===== src/rtl/sp_pkg.sv =====
// Shared types and constants for the processor/APB subsystem blocks.
// Holds the instruction word type, opcode field bounds and loader states.
package sp_pkg;

  typedef logic [31:0] instr_t;

  localparam int unsigned OPC_MSB            = 31;
  localparam int unsigned OPC_LSB            = 29;
  localparam logic [2:0]  OPC_IMEM_WR        = 3'b011;
  localparam int unsigned DEFAULT_IMEM_DEPTH = 64;

  typedef enum logic [2:0] {
    S_LOAD = 3'd0,
    S_WR0  = 3'd1,
    S_WR1  = 3'd2,
    S_RUN  = 3'd3,
    S_DONE = 3'd4
  } loader_state_e;

endpackage


===== src/rtl/imem_loader.sv =====
// Loads instruction pairs into CPU instruction memory, then runs the CPU
// until it reports done or the watchdog aborts the run.
module imem_loader
  import sp_pkg::*;
#(
  parameter int unsigned DEPTH = DEFAULT_IMEM_DEPTH,
  parameter int unsigned AW    = $clog2(DEPTH)
) (
  input  logic          clk,
  input  logic          reset,
  input  logic          ld_valid,
  input  instr_t        ld_instr0,
  input  instr_t        ld_instr1,
  input  logic          ld_last,
  output logic          ld_ready,
  output logic          imem_we,
  output logic [AW-1:0] imem_waddr,
  output instr_t        imem_wdata,
  output logic          run,
  input  logic          cpudone,
  input  logic          wdt_trigger_reset,
  output logic          done,
  output logic [AW-1:0] pair_count,
  output logic          err_full,
  output logic          err_abort
);

  localparam int unsigned PW      = AW + 1;
  localparam logic [PW-1:0] PTR_END = PW'(DEPTH);

  loader_state_e state_q, state_d;
  logic [PW-1:0] ptr_q, ptr_d, ptr_inc;
  logic [AW-1:0] count_d;
  instr_t        instr0_q, instr0_d, instr1_q, instr1_d;
  logic          last_q, last_d;
  logic          err_full_d, err_abort_d;
  logic          handshake;

  logic          ready_d, we_d, run_d, done_d;
  logic [AW-1:0] waddr_d;
  instr_t        wdata_d;

  assign handshake = ld_valid & ld_ready;
  assign ptr_inc   = ptr_q + PW'(2);

  // Next-state, datapath and next-cycle output values; outputs are registered
  always_comb begin
    state_d     = state_q;
    ptr_d       = ptr_q;
    count_d     = pair_count;
    instr0_d    = instr0_q;
    instr1_d    = instr1_q;
    last_d      = last_q;
    err_full_d  = err_full;
    err_abort_d = err_abort;
    ready_d     = 1'b0;
    we_d        = 1'b0;
    run_d       = 1'b0;
    done_d      = 1'b0;
    waddr_d     = imem_waddr;
    wdata_d     = imem_wdata;

    unique case (state_q)
      S_LOAD: begin
        if (handshake) begin
          instr0_d = ld_instr0;
          instr1_d = ld_instr1;
          last_d   = ld_last;
          // A zero first word is a filler pair: nothing is written or counted
          if (ld_instr0 == '0) begin
            if (ld_last) state_d = S_RUN;
          end else begin
            state_d = S_WR0;
          end
        end
      end
      S_WR0: state_d = S_WR1;
      S_WR1: begin
        ptr_d   = ptr_inc;
        count_d = pair_count + AW'(1);
        if (last_q) begin
          state_d = S_RUN;
        end else if (ptr_inc == PTR_END) begin
          err_full_d = 1'b1;
          state_d    = S_RUN;
        end else begin
          state_d = S_LOAD;
        end
      end
      S_RUN: begin
        if (wdt_trigger_reset) begin
          err_abort_d = 1'b1;
          ptr_d       = '0;
          count_d     = '0;
          state_d     = S_LOAD;
        end else if (cpudone) begin
          state_d = S_DONE;
        end
      end
      S_DONE: begin
        ptr_d   = '0;
        count_d = '0;
        state_d = S_LOAD;
      end
      default: state_d = S_LOAD;
    endcase

    ready_d = (state_d == S_LOAD) && (ptr_d < PTR_END);
    run_d   = (state_d == S_RUN);
    done_d  = (state_d == S_DONE);
    if (state_d == S_WR0) begin
      we_d    = 1'b1;
      waddr_d = ptr_d[AW-1:0];
      wdata_d = instr0_d;
    end else if (state_d == S_WR1) begin
      we_d    = 1'b1;
      waddr_d = AW'(ptr_d + PW'(1));
      wdata_d = instr1_d;
    end
  end

  always_ff @(posedge clk) begin
    if (reset) begin
      state_q    <= S_LOAD;
      ptr_q      <= '0;
      instr0_q   <= '0;
      instr1_q   <= '0;
      last_q     <= 1'b0;
      pair_count <= '0;
      err_full   <= 1'b0;
      err_abort  <= 1'b0;
      ld_ready   <= 1'b1;
      imem_we    <= 1'b0;
      imem_waddr <= '0;
      imem_wdata <= '0;
      run        <= 1'b0;
      done       <= 1'b0;
    end else begin
      state_q    <= state_d;
      ptr_q      <= ptr_d;
      instr0_q   <= instr0_d;
      instr1_q   <= instr1_d;
      last_q     <= last_d;
      pair_count <= count_d;
      err_full   <= err_full_d;
      err_abort  <= err_abort_d;
      ld_ready   <= ready_d;
      imem_we    <= we_d;
      imem_waddr <= waddr_d;
      imem_wdata <= wdata_d;
      run        <= run_d;
      done       <= done_d;
    end
  end

endmodule


===== config.mk =====
export PLATFORM = sky130hd
export DESIGN_NAME = imem_loader
export DESIGN_NICKNAME = d
export VERILOG_FILES = /design/src/rtl/sp_pkg.sv /design/src/rtl/imem_loader.sv
export SDC_FILE = /design/constraint.sdc
export NUM_CORES = 1
export LEC_CHECK = 0
export ABC_AREA = 1
export CAP_MARGIN = 20
export CORE_MARGIN = 2
export CORE_UTILIZATION = 48
export CTS_CLUSTER_DIAMETER = 30
export DETAILED_ROUTE_END_ITERATION = 7
export PLACE_DENSITY = 0.8
export SYNTH_ARGS = -nofsm -noshare
export SYNTH_HDL_FRONTEND = slang
export SYNTH_SLANG_ARGS = --single-unit

===== constraint.sdc =====
create_clock -name clk -period 2.3 [get_ports clk]
set_clock_uncertainty 0.2 [all_clocks]
set_input_delay 0.23 -clock clk [delete_from_list [all_inputs] [get_ports clk]]
set_output_delay 0.23 -clock clk [all_outputs]
set_load 0.01 [all_outputs]

# After elaboration in Yosys (flattened, before gate mapping)
# Index checks and enable logic that the tools add are counted.
[op_classes]
n_addsub = 3
multipliers = 0
div_mod_pow = 0
magnitude_cmp = 1
eq_ne = 10
shifts = 0
mux = 22
bitwise = 2
reduce_logical = 10
[op_table]
columns = ["operator", "count"]
rows = [
  ["$mux W32", 6],
  ["$logic_not A32 Y1", 1],
  ["$pmux W7 S3", 1],
  ["$mux W6", 3],
  ["$pmux W6 S3", 1],
  ["$mux W3", 5],
  ["$add A6 B1 Y6 const B", 2],
  ["$eq A3 B2 Y1 const B", 4],
  ["$pmux W3 S4", 1],
  ["$add A7 B2 Y7 const B", 1],
  ["$eq A7 B7 Y1 const B", 1],
  ["$lt A7 B7 Y1 const B", 1],
  ["$mux W7", 1],
  ["$eq A3 B1 Y1 const B", 2],
  ["$eq A3 B3 Y1 const B", 2],
  ["$logic_not A3 Y1", 2],
  ["$reduce_and A2 Y1", 3],
  ["$mux W2", 2],
  ["$reduce_and A3 Y1", 1],
  ["$reduce_bool A3 Y1", 1],
  ["$mux W1", 2],
  ["$ne A2 B2 Y1 const B", 1],
  ["$reduce_bool A2 Y1", 1],
  ["$and A1 B1 Y1", 1],
  ["2 further kinds", 2],
]
[totals]
register_bits = 125
latchBits = 0
mem_bits_rw = 0
romBits = 0
in_bits = 70
out_inout_bits = 50
wordCells = 62
memories = 0

# Logic depth before layout (Yosys ltp)
# Gate-level depths: netlist (run 1).
[logic_depth]
ltp_word = 8
ltp_mapped = 14
ltp_nobuf = 14

# Worst setup path after synthesis (run 1)
# No wires, ideal clock.
[synth_path]
path_type = "register -> register"
startpoint = "reg state_q[2]"
endpoint = "reg imem_waddr[4]"
setup_time_ns = 0.115
t_arrival_ns = 1.603
t_required_ns = 1.985
slack_ns = 0.382
path_stages_with_launch = 15
n_path_buf = 0
period_less_slack_ns = 1.918
cell_sequence = "dfxtp_1 > inv_1 > nand2_1 > nor2_2 > or2_1 > nand2_1 > inv_1 > ha_1 > inv_1 > nor2_1 > nand3_1 > nand2_1 > nand2_1 > o21ai_0 > inv_1"
[synth_via]
elab_cells_between_ends = 18
classes_between = "add/sub: 1; eq/ne: 6; mux: 9; reduce/logical: 2"
[synth_lines]
columns = ["element", "line_no", "source"]
rows = [
  ["start: declaration", "imem_loader.sv:31", "loader_state_e state_q, state_d;"],
  ["start signal: assignment", "imem_loader.sv:139", "state_q <= state_d;"],
  ["$eq A3 B3 Y1 / $eq A3 B2 Y1 (equally long branches)", "imem_loader.sv:63", "unique case (state_q)"],
  ["$pmux W7 S3 *", "imem_loader.sv:63", ""],
  ["net ptr_d[1]", "imem_loader.sv:32", "logic [PW-1:0] ptr_q, ptr_d, ptr_inc;"],
  ["$add A6 B1 Y6 *", "imem_loader.sv:117", "waddr_d = AW'(ptr_d + PW'(1));"],
  ["$mux W6 *", "imem_loader.sv:115", "end else if (state_d == S_WR1) begin"],
  ["$mux W6 *", "imem_loader.sv:111", "if (state_d == S_WR0) begin"],
  ["end signal: assignment", "imem_loader.sv:149", "imem_waddr <= waddr_d;"],
  ["end: declaration", "imem_loader.sv:17", "output logic [AW-1:0] imem_waddr,"],
]
# The timed path passes the listed nets; every way through them passes the cells marked *. The select of a mux whose other input is x is not followed.
# A chain may end at the register's enable or synchronous reset.

# Worst setup path after layout (run 1)
# Ends and elaborated chain as after synthesis.

==> results of run 1 <==
-- critical path, stage by stage (launching register included) --
cell and delay (ns):
sky130_fd_sc_hd__dfxtp_2 0.35, sky130_fd_sc_hd__inv_1 0.16, sky130_fd_sc_hd__nand2_2 0.11, sky130_fd_sc_hd__nor2_2 0.10, sky130_fd_sc_hd__or2_1 0.12, sky130_fd_sc_hd__nand2_1 0.10
sky130_fd_sc_hd__inv_1 0.07, sky130_fd_sc_hd__ha_1 0.13, sky130_fd_sc_hd__inv_1 0.05, sky130_fd_sc_hd__nor2_1 0.15, sky130_fd_sc_hd__nand3_1 0.13, sky130_fd_sc_hd__nand2_1 0.08
sky130_fd_sc_hd__nand2_1 0.04, sky130_fd_sc_hd__o21ai_0 0.14, sky130_fd_sc_hd__inv_1 0.05
-- flip-flops by register name (all words and copies together) (netlist names) --
| signal | count |
|---|---|
| ld_ready | 1 |
| ptr_q | 7 |
| pair_count | 6 |
| state_q | 3 |
| imem_we | 1 |
| last_q | 1 |
| imem_waddr | 6 |
| run | 1 |
| done | 1 |
| instr1_q | 32 |
| err_abort | 1 |
| imem_wdata | 32 |
| err_full | 1 |
-- power by group --
group | internal (mW) | switching (mW)
Clock | 0.650 | 0.621
Sequential | 1.87 | 0.129
Combinational | 0.824 | 0.960
-- per-layer routing --
metal,track usage [%],share of wire (%)
met1,30.6,43
met2,44.9,49
met3,4.53,6.1
met4,8.01,2.0
met5,0,0
-- cell usage after synthesis (all sizes together) --
library cell,n
o211a,1
o22ai,11
or2,12
clkbuf,7
nor3,4
nand2,190
o211ai,1
inv,65
dfxtp,93
o21a,2
nor3b,4
a21oi,64
nand4,3
o21ai,22
nand3,24
ha,3
nor2,119
xor2,2
buf,26
nand3b,1
a31oi,1
-- cells by family (layout without fill, tap and decap cells) --
kind of cell,Yosys count,after routing,synth area share (%)
AOI/OAI and AO/OA,102,102,12.5
xor gates and xnor gates,2,2,0.398
adders and majority gates,3,3,0.852
buffers and inverters,98,216,9.77
DFF,93,93,42.2
and+or+nand+nor,357,357,34.2
-- area by class of cell --
class                      instances  area [um^2]
timing repair buffer             135         1340
multi-input combinational        464         2120
clock buffer                      10          138
tap                              108          135
fill                             747         2870
sequential                        93         1870
inverter                          65          244
clock inverter                     6         92.6
-- cell usage in the layout (no fill, tap or decap), types with 10 or more instances in the layout --
| cell type | count |
|---|---|
| sky130_fd_sc_hd__buf_4 | 13 |
| sky130_fd_sc_hd__o21ai_0 | 16 |
| sky130_fd_sc_hd__nand3_1 | 24 |
| sky130_fd_sc_hd__inv_1 | 59 |
| sky130_fd_sc_hd__a21oi_1 | 63 |
| sky130_fd_sc_hd__nand2_1 | 183 |
| sky130_fd_sc_hd__o22ai_1 | 11 |
| sky130_fd_sc_hd__clkdlybuf4s50_1 | 118 |
| sky130_fd_sc_hd__nor2_2 | 14 |
| sky130_fd_sc_hd__nor2_1 | 103 |
| sky130_fd_sc_hd__clkbuf_8 | 10 |
| sky130_fd_sc_hd__dfxtp_1 | 90 |
-- worst max path at each step --
stage / start / to / depth (start not counted)
floorplan: state_q[2]$_SDFF_PP0_ / imem_waddr[4]$_SDFFE_PP0P_ / 14
global placement: ld_valid / imem_wdata[20]$_SDFFE_PP0P_ / 11
detailed placement: ld_valid / imem_wdata[15]$_SDFFE_PP0P_ / 11
CTS: state_q[2]$_SDFF_PP0_ / imem_wdata[15]$_SDFFE_PP0P_ / 11
global route: state_q[1]$_SDFF_PP0_ / imem_waddr[4]$_SDFFE_PP0P_ / 13
finish: state_q[2]$_SDFF_PP0_ / imem_waddr[4]$_SDFFE_PP0P_ / 14
-- what timing repair did --
item | CTS | global route
endpoints found under the setup margin | 0 | 12
gates resized for setup | 0 | 7
buffers inserted | 0 | 0
-- stage by stage --
step                      instances  setup slack, ns  power, mW
final                           881            0.222       5.05
after floorplan                 655            0.382       3.09
after CTS                       881           0.0630       5.04
after detailed placement        865          -0.0861       3.79
after global placement          865          -0.0670       3.75
after global routing            881         -0.00268       5.36
==> impl_results.rst, run 1 <==
.. list-table::
   :header-rows: 1

   * - Metric
     - Value
   * - Initial antenna violation count
     - 0
   * - Origin of the worst min-delay path
     - reset
   * - Core region area
     - 8810 um^2
   * - Top-area cell type share of the netlist area
     - 42.2%
   * - Slew at the pin closest to its max-slew limit
     - 0.631 ns
   * - Final Slew Violations
     - 0
   * - Hold depth
     - 4
   * - Part of the Yosys area used for sequential elements
     - 42.2%
   * - Vias per inst
     - 5.15
   * - Crit Path Class
     - reg2reg
   * - Quantity of hold-fixing buffers added after cts
     - 0
   * - Required time of the critical path
     - 2.37 ns
   * - Starting density of the core
     - 50.0%
   * - End of the worst register-to-register path
     - imem_waddr[4]$_SDFFE_PP0P_
   * - Setup TNS
     - 0 ns
   * - Mapped Avg Cell Area
     - 6.73 um^2
   * - Layout cell share with drive strength beyond 1
     - 9.57%
   * - Number of nets in the final layout
     - 841
   * - Die height
     - 99.8 um
   * - Largest area contributor in the netlist
     - sky130_fd_sc_hd__dfxtp_1
   * - IR drop worst, VDD
     - 442 uV
   * - Worst Hold Class
     - in2reg
   * - Width of the die
     - 99.8 um
   * - Clock latency on the worst-skew pair
     - 0.36 ns
   * - Number of vias in the routed layout
     - 4538
   * - Via count of the first global-routing pass
     - 4401
   * - Post-Layout Inst Area
     - 5930 um^2
   * - Total of endpoints with negative setup slack in the final report
     - 0
   * - FMAX
     - 481 MHz
   * - Worst reg2reg startpoint
     - state_q[2]$_SDFF_PP0_
   * - Detailed-route wire length
     - 12300 um
   * - Synthesis-to-finish area growth
     - 34.7%
   * - Iter 0 DRT Violations
     - 243
   * - Power density normalized to cell area
     - 852 nW/um^2
   * - Remaining routing DRC violations
     - 0
   * - Count of nets left with antenna violations after detail routing
     - 0
   * - Total standard cell area after synthesis
     - 4410 um^2
   * - Status
     - complete, no violations
   * - Largest net degree at the start of global routing
     - 60
   * - R2R depth
     - 14
   * - Average detailed-routed wire length per instance
     - 14.0 um
   * - Count of maximum capacitance violations
     - 0
   * - Antenna cells
     - 0
   * - Leakage power figure
     - 2.63 nW
   * - Top area cells in the synthesized netlist
     - sky130_fd_sc_hd__dfxtp_1, sky130_fd_sc_hd__nand2_1, sky130_fd_sc_hd__nor2_1
   * - Number of buffers created by CTS
     - 9
   * - Root cell of the clock tree
     - sky130_fd_sc_hd__clkbuf_8
   * - Core Util, Final
     - 67.4%
   * - Number of library cell types mapped by synthesis
     - 33
   * - Minimum setup slack among reg-to-reg paths
     - 0.22 ns
   * - I/O pin count
     - 120
   * - Die outline area
     - 9960 um^2
   * - H-tree depth
     - 3
   * - Synthesized net count
     - 728
   * - Warnings, synthesis
     - 0
   * - # clock sinks
     - 93
   * - End point of the worst hold path
     - imem_wdata[25]$_SDFFE_PP0P_
   * - Standard cell area after detailed placement
     - 5690 um^2
   * - Final worst path period share
     - 90.3%
   * - CTS tree
     - done
   * - Kind of launch point of the worst setup path
     - flip-flop
   * - Clock transition at the registers of the reported paths
     - 0.10 ns
   * - Remaining max-slew budget at the tightest pin
     - 57.9%
   * - Number of flip-flops and latches in the synthesized netlist
     - 93
   * - Shortest clock period the worst path allows after layout
     - 2.08 ns
   * - Clock buffer depth
     - 2
   * - Count of mapped cells out of synthesis
     - 655
   * - Final Hold Viols
     - 0
   * - Final HPWL from detailed placement
     - 8930 um
   * - WHS
     - 0.114 ns
   * - GRT overflow
     - 0
   * - First-pass DRT Iterations
     - 6
   * - Count of buffers from port buffering
     - 119
   * - Worst Setup End Kind
     - flip-flop
   * - Worst endpoint data arrival time
     - 2.15 ns
   * - Routability congestion estimate
     - 0.862
   * - First-pass GRT wire length
     - 20100 um
   * - Highest fanout seen on the critical path
     - 5
   * - Total track usage
     - 25.1%
   * - Placement Rows
     - 34
Power figures use the tool's default switching activity.
==> run 2, diff against run 1 <==
--- a/config.mk
+++ b/config.mk
@@ -12,6 +12,7 @@
 export CTS_CLUSTER_DIAMETER = 30
 export DETAILED_ROUTE_END_ITERATION = 7
 export PLACE_DENSITY = 0.8
+export RECOVER_POWER = 100
 export SYNTH_ARGS = -nofsm -noshare
 export SYNTH_HDL_FRONTEND = slang
 export SYNTH_SLANG_ARGS = --single-unit
==> run 2 against run 1 <==
Compared with the run above:
- power down 1.7%
- die area unchanged
- via count down 0.59%
- fmax down 3.9%
- clock-buffer cell count unchanged
- final cell count unchanged
- non-clock buffer count unchanged
- critical endpoint is now imem_waddr[3]$_SDFFE_PP0P_
- largest power group unchanged
==> impl_results.rst, run 2 (same netlist as run 1, synthesis figures left out) <==
.. list-table::
   :header-rows: 1

   * - Metric
     - Value
   * - Core region area
     - 8810 um^2 (unchanged)
   * - Count of buffers from port buffering
     - 119 (unchanged)
   * - Leading cell types in the layout, fill and taps excluded
     - sky130_fd_sc_hd__nand2_1, sky130_fd_sc_hd__nor2_1, sky130_fd_sc_hd__dfxtp_1, sky130_fd_sc_hd__clkdlybuf4s50_1, sky130_fd_sc_hd__a21oi_1
   * - Clock latency on the worst-skew pair
     - 0.36 ns (about the same)
   * - First-pass GRT wire length
     - 20100 um (unchanged)
   * - Via count of the first global-routing pass
     - 4401 (unchanged)
   * - Remaining max-slew budget at the tightest pin
     - 58.0% (+0.11 points)
   * - Starting density of the core
     - 50.0% (unchanged)
   * - Vias per inst
     - 5.12 (-0.59%)
   * - Setup repair after global routing missed its margin
     - false
   * - Final HPWL from detailed placement
     - 8930 um (unchanged)
   * - Required time of the critical path
     - 2.39 ns (+0.02 ns)
   * - Quantity of hold-fixing buffers added after cts
     - 0 (unchanged)
   * - FMAX
     - 462 MHz (-3.9%)
   * - Status
     - complete, no violations
   * - Die outline area
     - 9960 um^2 (unchanged)
   * - Most common library cell in the layout ignoring fill and taps
     - sky130_fd_sc_hd__nand2_1
   * - Slew at the pin closest to its max-slew limit
     - 0.629 ns (-0.00158 ns)
   * - First-pass DRT Iterations
     - 5 (-1)
   * - Registers with the most flip-flops
     - imem_wdata x32, instr1_q x32, ptr_q x7
   * - Kind of launch point of the worst setup path
     - input pin
   * - Setup slack of the critical path after layout
     - 0.137 ns (-0.0852 ns)
   * - Clock buffer depth
     - 2 (unchanged)
   * - # clock sinks
     - 93 (unchanged)
   * - Antenna cells
     - 0 (unchanged)
   * - Leakage power figure
     - 2.77 nW (+5.0%)
   * - Number of buffers created by CTS
     - 9 (unchanged)
   * - Worst Setup Slack post-DPL
     - -0.0861 ns (unchanged)
   * - Setup TNS
     - 0 ns (unchanged)
   * - Largest net degree at the start of global routing
     - 60 (unchanged)
   * - Number of vias in the routed layout
     - 4511 (-0.59%)
   * - Width of the die
     - 99.8 um (unchanged)
   * - Number of post-CTS setup repair buffers
     - 0 (unchanged)
   * - Total of endpoints with negative setup slack in the final report
     - 0 (unchanged)
   * - Final Hold Viols
     - 0 (unchanged)
   * - Average detailed-routed wire length per instance
     - 13.9 um (-0.40%)
   * - Initial antenna violation count
     - 0 (unchanged)
   * - Total power
     - 4.97 mW (-1.7%)
   * - Count of nets left with antenna violations after detail routing
     - 0 (unchanged)
   * - I/O pin count
     - 120 (unchanged)
   * - Highest fanout seen on the critical path
     - 8 (+3)
   * - Number of nets in the final layout
     - 841 (unchanged)
   * - Placement Rows
     - 34 (unchanged)
   * - Iter 0 DRT Violations
     - 268 (+10%)
   * - Power density normalized to cell area
     - 840 nW/um^2 (-1.3%)
   * - Worst endpoint data arrival time
     - 2.26 ns (+0.11 ns)
   * - Detailed-route wire length
     - 12200 um (-0.40%)
   * - Final worst path period share
     - 94.0% (+3.7 points)
   * - Final Slew Violations
     - 0 (unchanged)
   * - Shortest clock period the worst path allows after layout
     - 2.16 ns (+0.0852 ns)
   * - Layout cell share with drive strength beyond 1
     - 8.54% (-1.0 points)
   * - Worst Hold Class
     - in2reg
   * - Die height
     - 99.8 um (unchanged)
   * - Crit Path Class
     - in2reg
   * - IR drop worst, VDD
     - 427 uV (-3.4%)
   * - CTS tree
     - done
   * - GRT overflow
     - 0 (unchanged)
   * - H-tree depth
     - 3 (unchanged)
   * - Clock transition at the registers of the reported paths
     - 0.10 ns (about the same)
   * - Root cell of the clock tree
     - sky130_fd_sc_hd__clkbuf_8
   * - Remaining routing DRC violations
     - 0 (unchanged)
   * - Synthesis-to-finish area growth
     - 34.2%
   * - Total track usage
     - 25.1% (unchanged)
   * - Count of maximum capacitance violations
     - 0 (unchanged)
   * - Worst Setup End Kind
     - flip-flop
   * - Routability congestion estimate
     - 0.862 (unchanged)
## run 2: repair_timing
action,4_1_cts,5_1_grt
endpoints found under the hold margin,0,0
endpoints found under the setup margin,0,12
gates resized for setup,0,7
## run 2: area by class of cell
cell class                 instances  area, um^2
multi-input combinational        464        2110
inverter                          65         244
timing repair buffer             135        1330
clock buffer                      10         138
tap                              108         135
fill                             752        2890
sequential                        93        1870
clock inverter                     6        92.6
## run 2: metrics by stage
| stage | hold WS, ns | instances | instance area, um^2 | utilization (%) |
|---|---|---|---|---|
| 2_1_floorplan | 0.195 | 655 | 4410 | - |
| 3_3_place_gp | 0.246 | 865 | 5690 | 64.6 |
| 3_5_place_dp | 0.258 | 865 | 5690 | 64.6 |
| 4_1_cts | 0.105 | 881 | 5920 | 67.2 |
| 5_1_grt | 0.142 | 881 | 5910 | 67.1 |
| 6_report | 0.110 | 881 | 5910 | 67.1 |
## run 2: final timing paths
| check | from | slack [ns] | cells past startpoint | endpoint |
|---|---|---|---|---|
| max | ld_instr0[9] | 0.14 | 12 | imem_waddr[3]$_SDFFE_PP0P_ |
| min | reset | 0.11 | 4 | imem_wdata[25]$_SDFFE_PP0P_ |
| max reg2reg | state_q[2]$_SDFF_PP0_ | 0.16 | 11 | imem_wdata[20]$_SDFFE_PP0P_ |
| min reg2reg | imem_wdata[8]$_SDFFE_PP0P_ | 0.27 | 2 | imem_wdata[8]$_SDFFE_PP0P_ |
## run 2: worst max-delay path, stage by stage
cell and delay [ns]:
sky130_fd_sc_hd__clkdlybuf4s50_1 0.43, sky130_fd_sc_hd__nor2_1 0.21, sky130_fd_sc_hd__nand2_1 0.08, sky130_fd_sc_hd__nor2_1 0.12
sky130_fd_sc_hd__nand2_1 0.09, sky130_fd_sc_hd__o21ai_2 0.28, sky130_fd_sc_hd__clkbuf_1 0.27, sky130_fd_sc_hd__buf_4 0.21
sky130_fd_sc_hd__nand2_1 0.06, sky130_fd_sc_hd__nand3_1 0.07, sky130_fd_sc_hd__nand2_1 0.05, sky130_fd_sc_hd__a21oi_1 0.14
## run 2: where the power goes
part / leakage [nW] / total, mW / internal [mW] / switching [mW]
clock: 0.110 / 1.27 / 0.650 / 0.622
sequential: 0.763 / 1.99 / 1.87 / 0.120
combinational: 1.89 / 1.71 / 0.754 / 0.954
total: 2.77 / 4.97 / 3.27 / 1.70
## run 2: layer usage
layer / track usage [%] / vias up / wire (um)
met5: 0 / - / 0
met4: 8.01 / 0 / 288
met3: 4.53 / 24 / 809
met2: 44.9 / 154 / 5920
met1: 30.6 / 2060 / 5220
li1: - / 2273 / -
==> run 3, diff against run 2 <==
==> config.mk (replaced) <==
export PLATFORM = sky130hd
export DESIGN_NAME = imem_loader
export DESIGN_NICKNAME = d
export VERILOG_FILES = /design/src/rtl/sp_pkg.sv /design/src/rtl/imem_loader.sv
export SDC_FILE = /design/constraint.sdc
export NUM_CORES = 1
export LEC_CHECK = 0
export CAP_MARGIN = 20
export CORE_MARGIN = 5
export CORE_UTILIZATION = 47
export CTS_CLUSTER_DIAMETER = 30
export DETAILED_ROUTE_END_ITERATION = 7
export PLACE_DENSITY = 0.78
export RECOVER_POWER = 100
export SKIP_LAST_GASP = 1
export SYNTH_ARGS = -nofsm -noshare
export SYNTH_HDL_FRONTEND = slang
export SYNTH_SLANG_ARGS = --single-unit
==> run 3 against run 2 <==
Compared with the run above:
- critical path type unchanged
- highest routed layer unchanged
- setup slack worse by 0.091 ns
- global-route usage fell by 2.6 points
- core utilization grew 3.9 points
- power is 21% lower
- final cell count shrank 5.8%
- clock-buffer cell count fell by 1
- via count up 3.8%
- first-iteration DRC count decreased by 26%
==> impl_results.rst, run 3 <==
.. list-table::
   :header-rows: 1

   * - Metric
     - Value
   * - Part of the Yosys area used for sequential elements
     - 42.6% (+0.36 points)
   * - Vias per inst
     - 5.64 (+10%)
   * - Shortest clock period the worst path allows after layout
     - 2.25 ns (+0.0912 ns)
   * - Share of total power in sequential cells
     - 46.3% (+6.3 points)
   * - Leading cell types in the layout, fill and taps excluded
     - sky130_fd_sc_hd__nand2_1, sky130_fd_sc_hd__dfxtp_1, sky130_fd_sc_hd__a21oi_1, sky130_fd_sc_hd__nor2_1, sky130_fd_sc_hd__buf_4
   * - Worst endpoint data arrival time
     - 2.36 ns (+0.10 ns)
   * - Count of buffers from port buffering
     - 119 (unchanged)
   * - Top-area cell type share of the netlist area
     - 42.6% (+0.36 points)
   * - Via count of the first global-routing pass
     - 4484 (+1.9%)
   * - Total of endpoints with negative setup slack in the final report
     - 0 (unchanged)
   * - Switching power as a share of total power
     - 31.3% (-2.8 points)
   * - R2R depth
     - 6 (-5)
   * - Final worst path period share
     - 98.0% (+4.0 points)
   * - Net switching power of the design
     - 1.23 mW (-27%)
   * - Most common library cell in the layout ignoring fill and taps
     - sky130_fd_sc_hd__nand2_1
   * - Count of mapped cells out of synthesis
     - 555 (-15%)
   * - Power density normalized to cell area
     - 605 nW/um^2 (-28%)
   * - Remaining routing DRC violations
     - 0 (unchanged)
   * - Average detailed-routed wire length per instance
     - 16.0 um (+15%)
   * - Highest fanout seen on the critical path
     - 8 (unchanged)
   * - Clock transition at the registers of the reported paths
     - 0.10 ns (about the same)
   * - Die height
     - 106 um (+6.6%)
   * - End of the worst register-to-register path
     - imem_waddr[5]$_SDFFE_PP0P_
   * - Most used flip-flop cell after synthesis
     - sky130_fd_sc_hd__dfxtp_1
   * - Most frequently used cell type in the post-synthesis netlist
     - sky130_fd_sc_hd__nand2_1
   * - Cell-internal power
     - 2.70 mW (-18%)
   * - Worst Setup End Kind
     - flip-flop
   * - Largest net degree at the start of global routing
     - 44 (-27%)
   * - Worst Hold Class
     - in2reg
   * - Antenna cells
     - 0 (unchanged)
   * - Synthesis-to-finish area growth
     - 48.7%
   * - Number of buffers created by CTS
     - 9 (unchanged)
   * - H-tree depth
     - 3 (unchanged)
   * - FMAX
     - 444 MHz (-4.0%)
   * - Core Util, Final
     - 71.0% (+3.9 points)
   * - Total track usage
     - 22.5% (-2.6 points)
   * - First-pass GRT wire length
     - 20800 um (+3.6%)
   * - Placement Rows
     - 35 (+2.9%)
   * - Final HPWL from detailed placement
     - 9590 um (+7.4%)
   * - Warnings, synthesis
     - 0 (unchanged)
   * - Synthesized net count
     - 628 (-14%)
   * - Detailed-route wire length
     - 13300 um (+8.6%)
   * - # clock sinks
     - 93 (unchanged)
   * - Fraction of synthesis flops using an asynchronous set or reset pin
     - 0% (unchanged)
   * - Crit Path Class
     - in2reg
   * - Status
     - complete, no violations
   * - CTS tree
     - done
   * - Root cell of the clock tree
     - sky130_fd_sc_hd__clkbuf_8
   * - Largest area contributor in the netlist
     - sky130_fd_sc_hd__dfxtp_1
   * - Number of vias in the routed layout
     - 4681 (+3.8%)
   * - Count of nets left with antenna violations after detail routing
     - 0 (unchanged)
   * - Minimum setup slack among reg-to-reg paths
     - 0.06 ns (-0.10 ns)
   * - Routability congestion estimate
     - 0.849 (-1.4%)
   * - Initial antenna violation count
     - 0 (unchanged)
   * - First-pass DRT Iterations
     - 4 (-1)
   * - Top area cells in the synthesized netlist
     - sky130_fd_sc_hd__dfxtp_1, sky130_fd_sc_hd__nand2_1, sky130_fd_sc_hd__a21oi_1
   * - Synth cell count leaders
     - sky130_fd_sc_hd__nand2_1, sky130_fd_sc_hd__dfxtp_1, sky130_fd_sc_hd__a21oi_1
   * - Hold depth
     - 4 (unchanged)
   * - Starting density of the core
     - 47.7% (-2.3 points)
   * - Die outline area
     - 11300 um^2 (+14%)
   * - Final Hold Viols
     - 0 (unchanged)
   * - IR drop worst, VDD
     - 356 uV (-17%)
   * - Width of the die
     - 106 um (+6.6%)
   * - Number of flip-flops and latches in the synthesized netlist
     - 93 (unchanged)
   * - Clock buffer depth
     - 2 (unchanged)
   * - Number of library cell types mapped by synthesis
     - 59 (+79%)
   * - Layout cell share with drive strength beyond 1
     - 17.9% (+9.4 points)
   * - Registers with the most flip-flops
     - imem_wdata x32, instr1_q x32, ptr_q x7
   * - Mapped Avg Cell Area
     - 7.87 um^2 (+17%)
   * - Count of maximum capacitance violations
     - 0 (unchanged)
   * - Origin of the worst min-delay path
     - ld_instr0[16]
   * - Comb power frac
     - 28.4% (-6.0 points)
   * - GRT overflow
     - 0 (unchanged)
   * - Core region area
     - 9150 um^2 (+3.9%)
   * - Required time of the critical path
     - 2.40 ns (about the same)
   * - Clock latency on the worst-skew pair
     - 0.37 ns (about the same)
   * - Total power
     - 3.93 mW (-21%)
   * - Final Slew Violations
     - 0 (unchanged)
   * - Leakage power figure
     - 2.69 nW (-2.8%)
   * - Clk network pwr share
     - 25.2% (-0.4 points)
   * - I/O pin count
     - 120 (unchanged)
   * - Kind of launch point of the worst setup path
     - input pin
   * - End point of the worst hold path
     - imem_wdata[16]$_SDFFE_PP0P_
   * - Iter 0 DRT Violations
     - 198 (-26%)
   * - Number of nets in the final layout
     - 787 (-6.4%)
   * - Slew at the pin closest to its max-slew limit
     - 0.574 ns (-0.0545 ns)
   * - Total standard cell area after synthesis
     - 4370 um^2 (-0.85%)
   * - Remaining max-slew budget at the tightest pin
     - 61.7% (+3.7 points)
   * - Count of flip-flops with a built-in enable after synthesis
     - 0 (unchanged)
   * - Worst reg2reg startpoint
     - state_q[1]$_SDFF_PP0_
==> run 3: logic make-up (layout without fill, tap and decap cells) <==
group | after synthesis | count (layout) | share of synthesized area, %
adder cells (fa/ha/maj) | 3 | 3 | 0.859
multiplexers | 4 | 4 | 0.974
flip-flops | 93 | 93 | 42.6
XOR/XNOR | 6 | 6 | 1.20
AND/OR/NAND/NOR | 248 | 248 | 27.3
buffers and inverters | 51 | 215 | 5.33
AO/OA/AOI/OAI | 150 | 150 | 21.8
==> run 3: repair_timing <==
item	4_1_cts	5_1_grt
buffers inserted	0	3
endpoints found under the hold margin	4	0
gates cloned	0	2
endpoints found under the setup margin	38	40
pin swaps	0	33
gates resized for setup	8	62
hold buffers	1	0
==> run 3: power by group through the flow <==
stage / clock network, mW / logic (mW) / registers, mW
floorplan: 0 / 0.524 / 1.88
global placement: 0 / 1.09 / 1.85
detailed placement: 0 / 1.11 / 1.86
CTS: 1.01 / 1.12 / 1.83
global route: 1.07 / 1.22 / 1.84
finish: 0.991 / 1.12 / 1.82
==> run 3: per-stage QoR <==
step | hold slack [ns] | setup TNS [ns] | instances | instance area (um^2) | worst slack [ns]
2_1_floorplan | 0.111 | 0 | 555 | 4370 | 0.0897
3_3_place_gp | 0.238 | -16.33 | 808 | 6060 | -0.476
3_5_place_dp | 0.245 | -18.24 | 808 | 6060 | -0.517
4_1_cts | 0.226 | -0.308 | 825 | 6280 | -0.0342
5_1_grt | 0.198 | -1.02 | 830 | 6500 | -0.0782
6_report | 0.181 | 0 | 830 | 6500 | 0.0457
==> run 3: final cells by class <==
class | count | area [um^2]
tap | 111 | 139
clock buffer | 9 | 124
fill | 742 | 2650
clock inverter | 7 | 48.8
sequential | 93 | 1870
inverter | 6 | 22.5
multi-input combinational | 411 | 2420
timing repair buffer | 193 | 1870
==> run 3: worst max-delay path by stage <==
stage | from | to
3_3_place_gp | ld_instr0[14] | imem_waddr[5]$_SDFFE_PP0P_
3_5_place_dp | ld_instr0[14] | imem_waddr[5]$_SDFFE_PP0P_
5_1_grt | ld_instr0[17] | imem_wdata[6]$_SDFFE_PP0P_
4_1_cts | ld_instr0[14] | imem_waddr[5]$_SDFFE_PP0P_
2_1_floorplan | state_q[1]$_SDFF_PP0_ | imem_waddr[3]$_SDFFE_PP0P_
6_report | ld_instr0[17] | imem_wdata[6]$_SDFFE_PP0P_
==> run 3: layer usage <==
layer | part of all wire (%) | GRT usage, % | vias to the layer above | wire, um
met1 | 41 | 27.6 | 2210 | 5520
met4 | 2.3 | 7.76 | 0 | 310
li1 | - | - | 2285 | -
met2 | 49 | 38.2 | 159 | 6560
met3 | 6.9 | 5.71 | 27 | 917
met5 | 0 | 0 | - | 0
==> run 3: critical path: stages <==
cell,delay [ns]
sky130_fd_sc_hd__clkdlybuf4s50_1,0.44
sky130_fd_sc_hd__nor4_2,0.23
sky130_fd_sc_hd__nand4_1,0.21
sky130_fd_sc_hd__buf_4,0.21
sky130_fd_sc_hd__nor2_4,0.15
sky130_fd_sc_hd__buf_12,0.15
sky130_fd_sc_hd__buf_6,0.14
sky130_fd_sc_hd__a211oi_1,0.08
sky130_fd_sc_hd__or3_1,0.36
sky130_fd_sc_hd__a21oi_1,0.15
